===== src/rtl/palette_lookup_arbiter.sv =====
// Round-robin arbiter sharing one combinational sprite palette between NUM_REQ requesters,
// followed by a two-stage registered pipeline with downstream backpressure.
module palette_lookup_arbiter #(
   parameter int unsigned NUM_REQ         = 4,
   parameter int unsigned IDX_W           = 8,
   parameter int unsigned ID_W            = $clog2(NUM_REQ),
   parameter int unsigned TRANSPARENT_IDX = 0
) (
   input  logic                     Clk,
   input  logic                     Reset,
   input  logic [NUM_REQ-1:0]       req_valid,
   input  logic [NUM_REQ*IDX_W-1:0] req_index,
   output logic [NUM_REQ-1:0]       req_ready,
   output logic [IDX_W-1:0]         pal_index,
   input  logic [11:0]              pal_rgb,
   output logic                     rsp_valid,
   input  logic                     rsp_ready,
   output logic [ID_W-1:0]          rsp_id,
   output logic [11:0]              rsp_rgb,
   output logic                     rsp_transparent
);

   logic [ID_W-1:0]  rr_ptr;
   logic [ID_W-1:0]  s1_id;
   logic             s1_valid;
   logic             s1_en;
   logic             s2_en;
   logic             found;
   logic             grant;
   logic [ID_W-1:0]  winner;
   logic [ID_W:0]    cand;
   logic [ID_W-1:0]  next_ptr;
   logic [IDX_W-1:0] winner_index;

   assign s2_en = !rsp_valid || rsp_ready;
   assign s1_en = !s1_valid || s2_en;

   // Scan requesters starting at rr_ptr, wrapping modulo NUM_REQ; first valid one wins.
   always_comb begin
      found  = 1'b0;
      winner = '0;
      cand   = '0;
      for (int k = 0; k < NUM_REQ; k++) begin
         cand = {1'b0, rr_ptr} + (ID_W+1)'(k);
         if (cand >= (ID_W+1)'(NUM_REQ)) begin
            cand = cand - (ID_W+1)'(NUM_REQ);
         end
         if (!found && req_valid[cand[ID_W-1:0]]) begin
            found  = 1'b1;
            winner = cand[ID_W-1:0];
         end
      end
   end

   // No grant while stalled or in reset, so nothing is accepted that would be dropped.
   assign grant        = found && s1_en && !Reset;
   assign req_ready    = grant ? (NUM_REQ'(1) << winner) : '0;
   assign winner_index = req_index[winner*IDX_W +: IDX_W];
   assign next_ptr     = (winner == ID_W'(NUM_REQ-1)) ? '0 : winner + ID_W'(1);

   always_ff @(posedge Clk) begin
      if (Reset) begin
         rr_ptr    <= '0;
         s1_valid  <= 1'b0;
         s1_id     <= '0;
         pal_index <= '0;
      end else begin
         if (grant) begin
            rr_ptr <= next_ptr;
         end
         if (s1_en) begin
            s1_valid <= grant;
            if (grant) begin
               pal_index <= winner_index;
               s1_id     <= winner;
            end
         end
      end
   end

   // Palette answers combinationally for pal_index, so the colour is captured alongside its tag.
   always_ff @(posedge Clk) begin
      if (Reset) begin
         rsp_valid       <= 1'b0;
         rsp_rgb         <= '0;
         rsp_id          <= '0;
         rsp_transparent <= 1'b0;
      end else if (s2_en) begin
         rsp_valid       <= s1_valid;
         rsp_rgb         <= pal_rgb;
         rsp_id          <= s1_id;
         rsp_transparent <= (pal_index == IDX_W'(TRANSPARENT_IDX));
      end
   end

endmodule


===== config.mk =====
export PLATFORM = sky130hd
export DESIGN_NAME = palette_lookup_arbiter
export DESIGN_NICKNAME = d
export VERILOG_FILES = /design/src/rtl/palette_lookup_arbiter.sv
export SDC_FILE = /design/constraint.sdc
export NUM_CORES = 1
export LEC_CHECK = 0
export CORE_ASPECT_RATIO = 1.4
export CORE_MARGIN = 4
export CORE_UTILIZATION = 41
export DETAILED_ROUTE_END_ITERATION = 16
export HOLD_SLACK_MARGIN = 0.12
export PLACE_DENSITY_LB_ADDON = 0.25
export SYNTH_ARGS = -nofsm -noshare
export SYNTH_HDL_FRONTEND = slang
export SYNTH_SLANG_ARGS = --single-unit

===== constraint.sdc =====
create_clock -name Clk -period 3.9 [get_ports Clk]
set_input_delay 0.78 -clock Clk [delete_from_list [all_inputs] [get_ports Clk]]
set_output_delay 0.78 -clock Clk [all_outputs]
set_load 0.03 [all_outputs]

==> impl_metrics.env, run 1 <==
export IMPL_ys_seq_area_frac=0.405
export IMPL_syn_nets=211
export IMPL_num_nets_final=291
export IMPL_setup_tns_ns=0
export IMPL_area_growth_pct=62.6
export IMPL_peakVddDrop_v=0.000260
export IMPL_cts_tree="done"
export IMPL_fin_crit_ns=3.55
export IMPL_netlist_area_um2=1430
export IMPL_postCtsHoldBufs=0
export IMPL_required_ns=3.12
export IMPL_mostFrequentLayoutCell="clkdlybuf4s50_1"
export IMPL_place_area_um2=2250
export IMPL_die_w_um=58.0
export IMPL_synth_cell_types=29
export IMPL_p_per_area_nw_per_um2=412
export IMPL_slew_violations=0
export IMPL_cts_buffers_inserted=5
export IMPL_p_sw_frac=0.338
export IMPL_die_h_um=78.0
export IMPL_endpoint_kind="output pin"
export IMPL_critPathMaxFanout=7
export IMPL_drc_errors=0
export IMPL_cts_buffer_depth=2
export IMPL_path_clk_slew_ns=0.06
export IMPL_dp_final_hpwl_mm=2.98
export IMPL_crit_top_cell="clkdlybuf4s50_1"
export IMPL_cts_root_buf="clkbuf_8"
export IMPL_worstMarginPinSlew_ns=0.568
export IMPL_htree_levels=2
export IMPL_dp_cells=273
export IMPL_leakagePower_nw=0.907
export IMPL_ctsResizeCount=0
export IMPL_finalNonFillerCells=281
export IMPL_cpMaxStageDelayCell="clkdlybuf4s50_1"
export IMPL_slew_headroom=0.618
export IMPL_antenna_left=0
export IMPL_whs_ns=0.449
export IMPL_grt_max_degree=30
export IMPL_power_frac_comb=0.377
export IMPL_startpoint_type="input pin"
export IMPL_setup_viol=0
export IMPL_viasPerCell=4.95
export IMPL_drive_gt1_frac=0.104
export IMPL_drt_initial_drc_count=53
export IMPL_synth_warning_count=0
export IMPL_grt_pass1_vias=1440
export IMPL_p_int_w=0.000635
export IMPL_postCtsSetupRepairBufs=0
export IMPL_worstHoldPathType="reg2reg"
export IMPL_path_class="in2out"
export IMPL_seq_power_share=0.381
export IMPL_grt_overflow_total=0
export IMPL_syn_instance_count=160
export IMPL_rsz0062_at_grt="false"
export IMPL_cpPeakStageDelay_ns=0.59
export IMPL_layout_common_cells="78 x clkdlybuf4s50_1, 35 x nand2_1, 29 x dfxtp_1"
export IMPL_numPortBuffers=78
export IMPL_dieArea_um2=4520
export IMPL_worst_ep_arrival_time_ns=2.77
export IMPL_p_sw_w=0.000324
export IMPL_firstDrtPassIters=4
export IMPL_n_fill_cell=284
export IMPL_coreArea_um2=3380
export IMPL_syn_avg_cell_area_um2=8.96
export IMPL_worstSkewPairLatency_ns=0.28
export IMPL_status="completed"
export IMPL_min_period_over_period=0.911
export IMPL_wl_per_cell_um=14.0
export IMPL_row_count=25
export IMPL_n_antenna_cell=0
export IMPL_wirelength_mm=3.93
export IMPL_finClkSkew_ns=0.00725
export IMPL_antenna_found_initial=0
export IMPL_worstPathCellList="clkdlybuf4s50_1, nor4_2, a211oi_4, and3_1, clkdlybuf4s50_1"
export IMPL_final_cell_area_um2=2330
export IMPL_start_util=0.424
export IMPL_hold_viol_final=0
export IMPL_fmax_mhz=281
export IMPL_ios=79
export IMPL_drv_cap=0
export IMPL_cts_sinks=29
export IMPL_grtUsageTotal=0.186
export IMPL_grt_first_pass_wirelength_mm=6.57
export IMPL_clkPwrFrac=0.242
export IMPL_routabilityCongestion=0.814
export IMPL_num_vias=1391
export IMPL_synth_seq_cells=29
-- routing by layer --
layer	global-route usage	part of all wire	up-vias
li1	-	-	718
met1	0.208	0.40	617
met2	0.326	0.51	51
met3	0.0632	0.083	5
met4	0.0557	0.011	0
met5	0	0	-
-- registers in the layout (all words and copies together) (netlist names) --
register,count
pal_index,8
rr_ptr,2
rsp_transparent,1
s1_valid,1
rsp_valid,1
rsp_rgb,12
s1_id,2
rsp_id,2
-- stage by stage --
stage / power, W / worst slack, ns / util
final: 0.000959 / 0.347 / 0.690
after global routing: 0.00101 / 0.200 / 0.690
after CTS: 0.000972 / 0.354 / 0.690
after detailed placement: 0.000737 / 0.355 / 0.666
after global placement: 0.000733 / 0.380 / 0.666
after floorplan: 0.000585 / 1.15 / -
-- layout make-up --
class / instances / area, um2 / area share
timing repair buffer: 83 / 818 / 0.351
multi-input combinational: 118 / 788 / 0.338
sequential: 29 / 581 / 0.249
clock buffer: 6 / 72.6 / 0.0311
tap: 40 / 50.0 / 0.0215
inverter: 3 / 11.3 / 0.00483
clock inverter: 2 / 10.0 / 0.00429
-- logic make-up after synthesis --
kind of cell	after synthesis	synth area share
AND/OR/NAND/NOR	68	0.233
buffers and inverters	13	0.0506
AO/OA/AOI/OAI	34	0.200
multiplexers	16	0.112
flip-flops	29	0.405
-- final timing paths --
kind | startpoint | endpoint | slack [ns] | depth (start not counted)
max reg2reg | rr_ptr[0] | pal_index[3] | 2.07 | 6
min | rsp_rgb[9] | rsp_rgb[9] | 0.45 | 2
min reg2reg | rsp_rgb[9] | rsp_rgb[9] | 0.45 | 2
max | req_valid[2] | req_ready[3] | 0.35 | 5
-- power groups by stage --
stage,sequential (W),combinational [W],clock (W)
detailed placement,0.000372,0.000365,0
floorplan,0.000427,0.000159,0
global route,0.000370,0.000388,0.000252
CTS,0.000366,0.000366,0.000240
global placement,0.000371,0.000363,0
finish,0.000365,0.000361,0.000233
-- critical path: cells and delay by family --
| family | cells | cell delay (ns) |
|---|---|---|
| compound gates | 1 | 0.13 |
| buf+inv | 2 | 1.08 |
| simple gates | 2 | 0.78 |
-- cell usage after synthesis --
cell      instances  area, um2
nand2_1          35        131
dfxtp_1          29        581
a21oi_1          19       95.1
mux2i_1          16        160
nor2_1           10       37.5
nand3b_1          9       67.6
o221ai_2          8        120
clkbuf_1          5       18.8
nand2b_1          4       25.0
inv_1             3       11.3
buf_4             2       15.0
buf_6             2       22.5
nor4_1            2       12.5
a211o_1           1       8.76
a211oi_1          1       7.51
a211oi_2          1       12.5
a211oi_4          1       20.0
a221oi_1          1       8.76
and2_1            1       6.26
and3_1            1       6.26
clkbuf_2          1       5.00
nand2_2           1       6.26
nand3_1           1       5.00
nor2b_1           1       6.26
nor3_2            1       10.0
nor3b_1           1       7.51
nor4_2            1       12.5
o22ai_1           1       6.26
o31ai_1           1       7.51
No activity file was read; power rests on OpenSTA's default activity.
==> run 2, diff against run 1 <==
--- a/config.mk
+++ b/config.mk
@@ -5,6 +5,7 @@
 export SDC_FILE = /design/constraint.sdc
 export NUM_CORES = 1
 export LEC_CHECK = 0
+export CAP_MARGIN = 40
 export CORE_ASPECT_RATIO = 1.4
 export CORE_MARGIN = 4
 export CORE_UTILIZATION = 41
==> results of run 2 <==
No change in the layout: final DEF, timing and power equal those of run 1.
==> run 3, diff against run 2 <==
--- a/config.mk
+++ b/config.mk
@@ -12,6 +12,7 @@
 export DETAILED_ROUTE_END_ITERATION = 16
 export HOLD_SLACK_MARGIN = 0.12
 export PLACE_DENSITY_LB_ADDON = 0.25
+export REMOVE_ABC_BUFFERS = 1
 export SYNTH_ARGS = -nofsm -noshare
 export SYNTH_HDL_FRONTEND = slang
 export SYNTH_SLANG_ARGS = --single-unit
==> run 3 against run 2 <==
Power hardly changed. Via count increased by 0.93%. Register-to-register slack improved by 0.05 ns. First-iteration DRC count shrank 47%. Global-route usage decreased by 0.96 points. Cell count is the same. Sequential share of layout area is essentially flat. Critical path type unchanged. Largest cell class unchanged.
==> impl_metrics.env, run 3 (synthesized netlist as in run 1, its figures left out) <==
export IMPL_status="completed"
export IMPL_postCtsHoldBufs=0
export IMPL_ios=79
export IMPL_path_clk_slew_ns=0.06
export IMPL_r2r_slack_ns=2.12
export IMPL_drt_initial_drc_count=28
export IMPL_setup_tns_ns=0
export IMPL_slew_headroom=0.641
export IMPL_cts_buffer_depth=2
export IMPL_path_class="in2out"
export IMPL_required_ns=3.12
export IMPL_clkPwrFrac=0.244
export IMPL_p_sw_w=0.000325
export IMPL_drive_gt1_frac=0.108
export IMPL_critPathMaxFanout=6
export IMPL_antenna_left=0
export IMPL_grtUsageTotal=0.177
export IMPL_viasPerCell=5.00
export IMPL_whs_ns=0.445
export IMPL_firstDrtPassIters=4
export IMPL_min_from="s1_id[1]"
export IMPL_p_int_w=0.000635
export IMPL_dp_cells=273
export IMPL_area_growth_pct=62.8
export IMPL_grt_max_degree=30
export IMPL_postCtsSetupRepairBufs=0
export IMPL_grt_pass1_vias=1407
export IMPL_worstMarginPinSlew_ns=0.538
export IMPL_wirelength_mm=3.66
export IMPL_slew_violations=0
export IMPL_largest_reg_flops=12
export IMPL_n_antenna_cell=0
export IMPL_start_util=0.424
export IMPL_fmax_mhz=283
export IMPL_p_sw_frac=0.339
export IMPL_peakVddDrop_v=0.000314
export IMPL_cts_buffers_inserted=5
export IMPL_cts_sinks=29
export IMPL_dieArea_um2=4520
export IMPL_die_w_um=58.0
export IMPL_cts_root_buf="clkbuf_8"
export IMPL_drv_cap=0
export IMPL_p_per_area_nw_per_um2=411
export IMPL_worstHoldPathType="reg2reg"
export IMPL_row_count=25
export IMPL_endpoint_kind="output pin"
export IMPL_grt_first_pass_wirelength_mm=6.06
export IMPL_rr_startpoint="rr_ptr[0]"
export IMPL_wl_per_cell_um=13.0
export IMPL_leakagePower_nw=0.906
export IMPL_crit_path_start="req_valid[0]"
export IMPL_htree_levels=2
export IMPL_numPortBuffers=78
export IMPL_startpoint_type="input pin"
export IMPL_dp_final_hpwl_mm=2.86
export IMPL_setup_viol=0
export IMPL_power_frac_comb=0.376
export IMPL_hold_viol_final=0
export IMPL_antenna_found_initial=0
export IMPL_layout_common_cells="78 x clkdlybuf4s50_1, 35 x nand2_1, 29 x dfxtp_1"
export IMPL_rsz0062_at_grt="false"
export IMPL_routabilityCongestion=0.761
export IMPL_num_nets_final=291
export IMPL_worstSkewPairLatency_ns=0.28
export IMPL_finalNonFillerCells=281
export IMPL_mostFrequentLayoutCell="clkdlybuf4s50_1"
export IMPL_top_regs="rsp_rgb: 12 flops, pal_index: 8 flops"
export IMPL_seq_power_share=0.380
export IMPL_min_period_over_period=0.906
export IMPL_p_total_w=0.000960
export IMPL_drc_errors=0
export IMPL_coreArea_um2=3380
export IMPL_finClkSkew_ns=0.00408
export IMPL_worst_ep_arrival_time_ns=2.76
export IMPL_fin_crit_ns=3.54
export IMPL_grt_overflow_total=0
export IMPL_die_h_um=78.0
export IMPL_largest_register="rsp_rgb"
export IMPL_num_vias=1404
export IMPL_cts_tree="done"
export IMPL_ctsResizeCount=0
-- run 3: changes by cell type in the layout (fill, tap and decap cells not counted) --
| cell | change |
|---|---|
| clkbuf_1 | -1 |
| clkinvlp_4 | +1 |
-- run 3: metrics by stage --
step | setup WS (ns) | utilization | instance area (um2)
2_1_floorplan | 0.427 | - | 1370
3_3_place_gp | 0.379 | 0.666 | 2250
3_5_place_dp | 0.349 | 0.666 | 2250
4_1_cts | 0.351 | 0.691 | 2330
5_1_grt | 0.253 | 0.691 | 2330
6_report | 0.365 | 0.691 | 2330
-- run 3: layout make-up --
cell class,instances,area [um2]
repair buffers,83,818
well taps,40,50.0
multi-input cells,118,788
fillers,271,1040
clock buffers,5,68.8
inverters,3,11.3
flip-flops and latches,29,581
clock inverters,3,17.5
-- run 3: final timing paths --
check,end,cells after the start
max reg2reg,pal_index[4],6
max,req_ready[3],6
min,s1_id[1],2
min reg2reg,s1_id[1],2
-- run 3: power by group through the flow --
| stage | clock network, W | registers [W] | logic, W |
|---|---|---|---|
| after floorplan | 0 | 0.000427 | 0.000144 |
| after global placement | 0 | 0.000369 | 0.000362 |
| after detailed placement | 0 | 0.000371 | 0.000363 |
| after CTS | 0.000242 | 0.000364 | 0.000366 |
| after global routing | 0.000258 | 0.000370 | 0.000389 |
| final | 0.000234 | 0.000365 | 0.000361 |
-- run 3: routing by layer --
| metal | wire length [um] | vias up | global-route usage |
|---|---|---|---|
| li1 | - | 720 | - |
| met1 | 1340 | 614 | 0.165 |
| met2 | 1790 | 66 | 0.302 |
| met3 | 471 | 4 | 0.110 |
| met4 | 56 | 0 | 0.0696 |
| met5 | 0 | - | 0 |
-- run 3: critical path, cell delays in order --
cell             delay (ns)
clkdlybuf4s50_1        0.47
a21oi_1                0.17
nor3b_1                0.07
nor3_2                 0.36
and3_1                 0.21
clkdlybuf4s50_1        0.70
